[config.mk]
export PLATFORM = sky130hd
export DESIGN_NAME = seq_magnitude_comparator
export DESIGN_NICKNAME = d
export VERILOG_FILES = /design/src/rtl/seq_magnitude_comparator_pkg.sv /design/src/rtl/seq_magnitude_comparator_digit_cmp.sv /design/src/rtl/seq_magnitude_comparator.sv
export SDC_FILE = /design/constraint.sdc
export NUM_CORES = 1
export LEC_CHECK = 0
export ABC_CLOCK_PERIOD_IN_PS = 2560
export CAP_MARGIN = 20
export CORE_ASPECT_RATIO = 0.7
export CORE_UTILIZATION = 40
export DETAILED_ROUTE_END_ITERATION = 12
export GPL_TIMING_DRIVEN = 0
export SLEW_MARGIN = 5
export SYNTH_ARGS = -nofsm -noshare
export SYNTH_HDL_FRONTEND = slang
export SYNTH_SLANG_ARGS = --single-unit
export TNS_END_PERCENT = 50
[constraint.sdc]
create_clock -name clk -period 2.56 [get_ports clk]
set_input_delay 0.64 -clock clk [delete_from_list [all_inputs] [get_ports clk]]
set_output_delay 0.64 -clock clk [all_outputs]
set_load 0.01 [all_outputs]
[src/rtl/seq_magnitude_comparator_pkg.sv]
// Shared types and sizing helpers for the sequential magnitude comparator.
package seq_cmp_pkg;

    typedef enum logic [1:0] {
        IDLE = 2'd0,
        RUN  = 2'd1,
        DONE = 2'd2
    } state_e;

    function automatic int calc_digits(input int width, input int digit_w);
        return width / digit_w;
    endfunction

    // A single-digit compare still needs a 1-bit index register.
    function automatic int calc_idx_w(input int digits);
        return (digits > 1) ? $clog2(digits) : 1;
    endfunction

endpackage

[src/rtl/seq_magnitude_comparator_digit_cmp.sv]
// Combinational unsigned compare of one DIGIT_W-bit digit pair.
module digit_cmp #(
    parameter int DIGIT_W = 2
) (
    input  logic [DIGIT_W-1:0] a_i,
    input  logic [DIGIT_W-1:0] b_i,
    output logic               eq_o,
    output logic               gt_o
);

    assign eq_o = (a_i == b_i);
    assign gt_o = (a_i > b_i);

endmodule

[src/rtl/seq_magnitude_comparator.sv]
// Digit-serial magnitude comparator, MSB digit first, start/done handshake.
// SEQCMP_EARLY_EXIT_EN: leave RUN on the first differing digit instead of scanning all digits.
module seq_magnitude_comparator
    import seq_cmp_pkg::*;
#(
    parameter int WIDTH   = 8,
    parameter int DIGIT_W = 2,
    parameter int SIGNED  = 0
) (
    input  logic             clk,
    input  logic             rst_n,
    input  logic             start,
    input  logic [WIDTH-1:0] a,
    input  logic [WIDTH-1:0] b,
    output logic             busy,
    output logic             done,
    output logic             eq,
    output logic             gt,
    output logic             lt
);

    localparam int D     = calc_digits(WIDTH, DIGIT_W);
    localparam int IDX_W = calc_idx_w(D);
    localparam logic [IDX_W-1:0] IDX_LAST = IDX_W'(D - 1);
    // Flipping both sign bits maps two's-complement order onto unsigned order.
    localparam logic [WIDTH-1:0] SIGN_FLIP = (SIGNED != 0) ? (WIDTH'(1) << (WIDTH - 1)) : '0;

    if ((DIGIT_W < 1) || (DIGIT_W > WIDTH) || ((WIDTH % DIGIT_W) != 0)) begin : g_bad_cfg
        $fatal(1, "seq_magnitude_comparator: WIDTH must be a multiple of DIGIT_W");
    end

    state_e           state_q, state_d;
    logic [WIDTH-1:0] a_q, a_d;
    logic [WIDTH-1:0] b_q, b_d;
    logic [IDX_W-1:0] idx_q, idx_d;
    logic             eq_q, eq_d;
    logic             gt_q, gt_d;
    logic             lt_q, lt_d;

    int               shamt;
    logic [DIGIT_W-1:0] a_dig, b_dig;
    logic             dig_eq, dig_gt;

    assign shamt = int'(idx_q) * DIGIT_W;
    assign a_dig = DIGIT_W'(a_q >> shamt);
    assign b_dig = DIGIT_W'(b_q >> shamt);

    digit_cmp #(
        .DIGIT_W(DIGIT_W)
    ) u_digit_cmp (
        .a_i (a_dig),
        .b_i (b_dig),
        .eq_o(dig_eq),
        .gt_o(dig_gt)
    );

`ifndef SEQCMP_EARLY_EXIT_EN
    // First differing digit wins; later digits only matter while still undecided.
    logic dec_q, dec_d;
    logic dec_gt_q, dec_gt_d;
    logic verdict_dec, verdict_gt;

    assign verdict_dec = dec_q | ~dig_eq;
    assign verdict_gt  = dec_q ? dec_gt_q : dig_gt;

    always_ff @(posedge clk or negedge rst_n) begin
        if (!rst_n) begin
            dec_q    <= 1'b0;
            dec_gt_q <= 1'b0;
        end else begin
            dec_q    <= dec_d;
            dec_gt_q <= dec_gt_d;
        end
    end
`endif

    always_ff @(posedge clk or negedge rst_n) begin
        if (!rst_n) begin
            state_q <= IDLE;
            a_q     <= '0;
            b_q     <= '0;
            idx_q   <= '0;
            eq_q    <= 1'b0;
            gt_q    <= 1'b0;
            lt_q    <= 1'b0;
        end else begin
            state_q <= state_d;
            a_q     <= a_d;
            b_q     <= b_d;
            idx_q   <= idx_d;
            eq_q    <= eq_d;
            gt_q    <= gt_d;
            lt_q    <= lt_d;
        end
    end

    always_comb begin
        state_d = state_q;
        a_d     = a_q;
        b_d     = b_q;
        idx_d   = idx_q;
        eq_d    = eq_q;
        gt_d    = gt_q;
        lt_d    = lt_q;
`ifndef SEQCMP_EARLY_EXIT_EN
        dec_d    = dec_q;
        dec_gt_d = dec_gt_q;
`endif
        case (state_q)
            IDLE: begin
                if (start) begin
                    a_d     = a ^ SIGN_FLIP;
                    b_d     = b ^ SIGN_FLIP;
                    idx_d   = IDX_LAST;
                    eq_d    = 1'b0;
                    gt_d    = 1'b0;
                    lt_d    = 1'b0;
                    state_d = RUN;
`ifndef SEQCMP_EARLY_EXIT_EN
                    dec_d    = 1'b0;
                    dec_gt_d = 1'b0;
`endif
                end
            end
            RUN: begin
`ifdef SEQCMP_EARLY_EXIT_EN
                if (!dig_eq) begin
                    gt_d    = dig_gt;
                    lt_d    = ~dig_gt;
                    state_d = DONE;
                end else if (idx_q == '0) begin
                    eq_d    = 1'b1;
                    state_d = DONE;
                end else begin
                    idx_d = idx_q - IDX_W'(1);
                end
`else
                if (idx_q == '0) begin
                    if (verdict_dec) begin
                        gt_d = verdict_gt;
                        lt_d = ~verdict_gt;
                    end else begin
                        eq_d = 1'b1;
                    end
                    state_d = DONE;
                end else begin
                    idx_d    = idx_q - IDX_W'(1);
                    dec_d    = verdict_dec;
                    dec_gt_d = verdict_gt;
                end
`endif
            end
            DONE: begin
                state_d = IDLE;
            end
            default: begin
                state_d = IDLE;
            end
        endcase
    end

    assign busy = (state_q == RUN);
    assign done = (state_q == DONE);
    assign eq   = eq_q;
    assign gt   = gt_q;
    assign lt   = lt_q;

endmodule

==> run_results.csv <==
group,metric,value,unit
critical_path,rr_startpoint,"idx_q[0]$_DFFE_PN0P_",
synth,syn_nets,109,
floorplanning,ios,24,
pwr,p_total,0.00185,W
layout,finalNetCount,138,
clock_tree,clkTransAtPathRegs,0.09,ns
timing,final_max_slew_viol_count,0,
floorplanning,fp.dieH,47.4,um
timing,tightest_slew,0.352,ns
critical_path,path_class,"flop to flop",
detailed_routing,num_vias,777,
layout,final_layout_size_suffix_gt1_share,19.1,%
hold_path,hold_path_class,"flop to flop",
clock_tree,clockBufferDepth,2,
synth,ys_warn_count,0,
synth,synth_top_area_share,53.2,%
clock_tree,post-cts-setup-buffer-count,0,
global_routing,grt_pass1_wl,3.49,mm
synth,synth_seq_cells,25,
clock_tree,cts_made_buffers,3,
critical_path,cp_top_family,"multiplexers",
critical_path,crit_path_top_delay_cell,"mux4_2",
place,post-place-ws,0.336,ns
critical_path,cp-end-kind,"flop",
synth,synth_area_per_cell,13.5,sq um
critical_path,crit_required,2.73,ns
clock_tree,clockRootBuffer,"clkbuf_8",
synth,synth_area,0.00118,sq mm
critical_path,r2r_cells,7,
clock_tree,hold_buffers,0,
floorplanning,die_w,66.8,um
detailed_routing,vias_per_cell,5.15,
timing,fin_skew,0.00296,ns
detailed_routing,drcViolationCount,0,
layout,fin_util,54.0,%
critical_path,path_cells,"buf_2, mux4_2, ha_1, and2_1, nor2b_1, a31oi_1, a21bo_1",
timing,period_minus_slack,2.23,ns
global_routing,grt_usage,16.6,%
synth,synth.distinct_cells,25,
floorplanning,die_area,0.00316,sq mm
detailed_routing,firstDrtPassIters,4,
critical_path,critPathMaxFanout,7,
global_routing,grt_pass1_vias,703,
timing,fin_crit_sh,87.0,%
global_routing,antenna_found_initial,0,
critical_path,cp_data_arrival_time,2.40,ns
synth,yosys-top-cells-area,"dfrtp_1 53%, mux2_1 8.6%, mux4_2 7.7%",
clock_tree,cts_resized,0,
clock_tree,cts_tree,"done",
floorplanning,core_area,0.00280,sq mm
synth,syn_inst,87,
timing,tns,0,ns
critical_path,max_stage_delay,0.53,ns
layout,syn_to_final_growth,28.6,%
detailed_routing,drtIter0Drc,13,
timing,setup_viol,0,
run,cap_violations,0,
timing,finalWorstSetupSlack,0.332,ns
place,io_buffers,23,
floorplanning,rows,16,
critical_path,cp.buffers_inverters,1,
clock_tree,cts_sinks,25,
clock_tree,clk-insertion-delay-late,0.27,ns
layout,diodes,0,
pwr,powerDensity,1230,mW/mm^2
synth,seq_area_frac_synth,53.2,%
clock_tree,htree_levels,1,
place,hpwlAfterDp,1.64,mm
global_routing,grt_overflow,0,
hold_path,hp-start,"a_q[6]$_DFFE_PN0P_",
detailed_routing,ant_nets,0,
global_routing,grt_max_degree,20,
place,gp_congestion,0.718,
timing,max_slew_margin,76.3,%
outcome,status,"finished, final reports clean",
critical_path,worstSetupPathDepth,7,
hold_path,hold_path_depth,1,
detailed_routing,routedWlPerCell,13.8,um
detailed_routing,finalWirelength,2.08,mm
timing,fmax,449,MHz
critical_path,start_kind,"flop",
pwr,p_leak,0.672,nW
pwr,peakVddDrop,547,uV
critical_path,critPathLaunch,"idx_q[0]$_DFFE_PN0P_",
timing,rsz0062_at_grt,"false",
timing,finalHoldViolCount,0,
synth,synth_area_leader_cell,"dfrtp_1",
floorplanning,start_util,42.0,%
## final cells by class
class,count,area [sq um]
tap,36,45.0
timing repair buffer,24,245
buffer,3,27.5
inverter,8,30.0
multi-input combinational,51,493
fill,265,1290
clock inverter,1,5.00
clock buffer,3,41.3
sequential,25,626
## registers in the layout, summed over array words and instances, names as in the netlist
signal	flops
b_q	8
lt	1
state_q	2
dec_q	1
idx_q	2
a_q	8
eq	1
dec_gt_q	1
gt	1
## power by group
group | internal [W] | switching (W)
registers | 0.000588 | 0.000120
clock network | 0.000109 | 0.000125
logic | 0.000514 | 0.000398
total | 0.00121 | 0.000643
## metal layers
metal	vias up	part of all wire (%)	GRT usage (%)
li1	368	-	-
met1	383	45	21.2
met2	22	47	25.7
met3	4	5.5	5.34
met4	0	2.2	8.94
met5	-	0	0
## synth_stat cells
cell type / number
dfrtp_1: 25
mux2_1: 9
inv_1: 7
mux2_2: 7
a21oi_1: 4
mux4_2: 4
nor2_1: 4
ha_1: 3
nor2b_1: 3
a22o_1: 2
a31oi_1: 2
and3b_1: 2
buf_6: 2
nor3b_2: 2
a21bo_1: 1
a22oi_1: 1
and2_1: 1
buf_2: 1
inv_2: 1
nand2_1: 1
nand2b_1: 1
nand3b_1: 1
o21ai_0: 1
o21ai_1: 1
o31ai_1: 1
## metrics by stage
| step | cell area (sq um) | hold slack (ns) | cells |
|---|---|---|---|
| 5_1_grt | 1510 | 0.517 | 151 |
| 3_5_place_dp | 1470 | 0.474 | 147 |
| 4_1_cts | 1510 | 0.493 | 151 |
| 2_1_floorplan | 1180 | 0.344 | 87 |
| 6_report | 1510 | 0.491 | 151 |
| 3_3_place_gp | 1450 | 0.466 | 146 |
## final timing paths
check / to / slack, ns
worst max-delay path: gt$_DFFE_PN0P_ / 0.33
worst min-delay path: a_q[6]$_DFFE_PN0P_ / 0.49
worst max register to register: gt$_DFFE_PN0P_ / 0.33
worst min register to register: a_q[6]$_DFFE_PN0P_ / 0.49
max in group asynchronous: dec_gt_q$_DFFE_PN0P_ / 1.49
min in group asynchronous: a_q[3]$_DFFE_PN0P_ / 0.63
## cells in the final DEF (no fill, tap or decap), types with 2 or more instances in the layout
cell type        instances
dfrtp_1                 25
clkdlybuf4s50_1         23
mux2_1                   9
inv_1                    7
mux2_2                   7
mux4_2                   4
a21oi_1                  4
nor2_1                   4
nor2b_1                  3
ha_1                     3
clkbuf_8                 3
nor3b_2                  2
buf_6                    2
a22o_1                   2
and3b_1                  2
a31oi_1                  2
## logic make-up (layout without fill, tap and decap cells)
group / Yosys count / after routing / synth area share (%)
simple gates: 15 / 15 / 8.51
fa+ha+maj: 3 / 3 / 3.19
buf+inv: 11 / 39 / 4.89
compound gates: 13 / 13 / 7.23
mux: 20 / 20 / 23.0
flops: 25 / 25 / 53.2
Note: power is estimated with default switching activity, not from simulation.
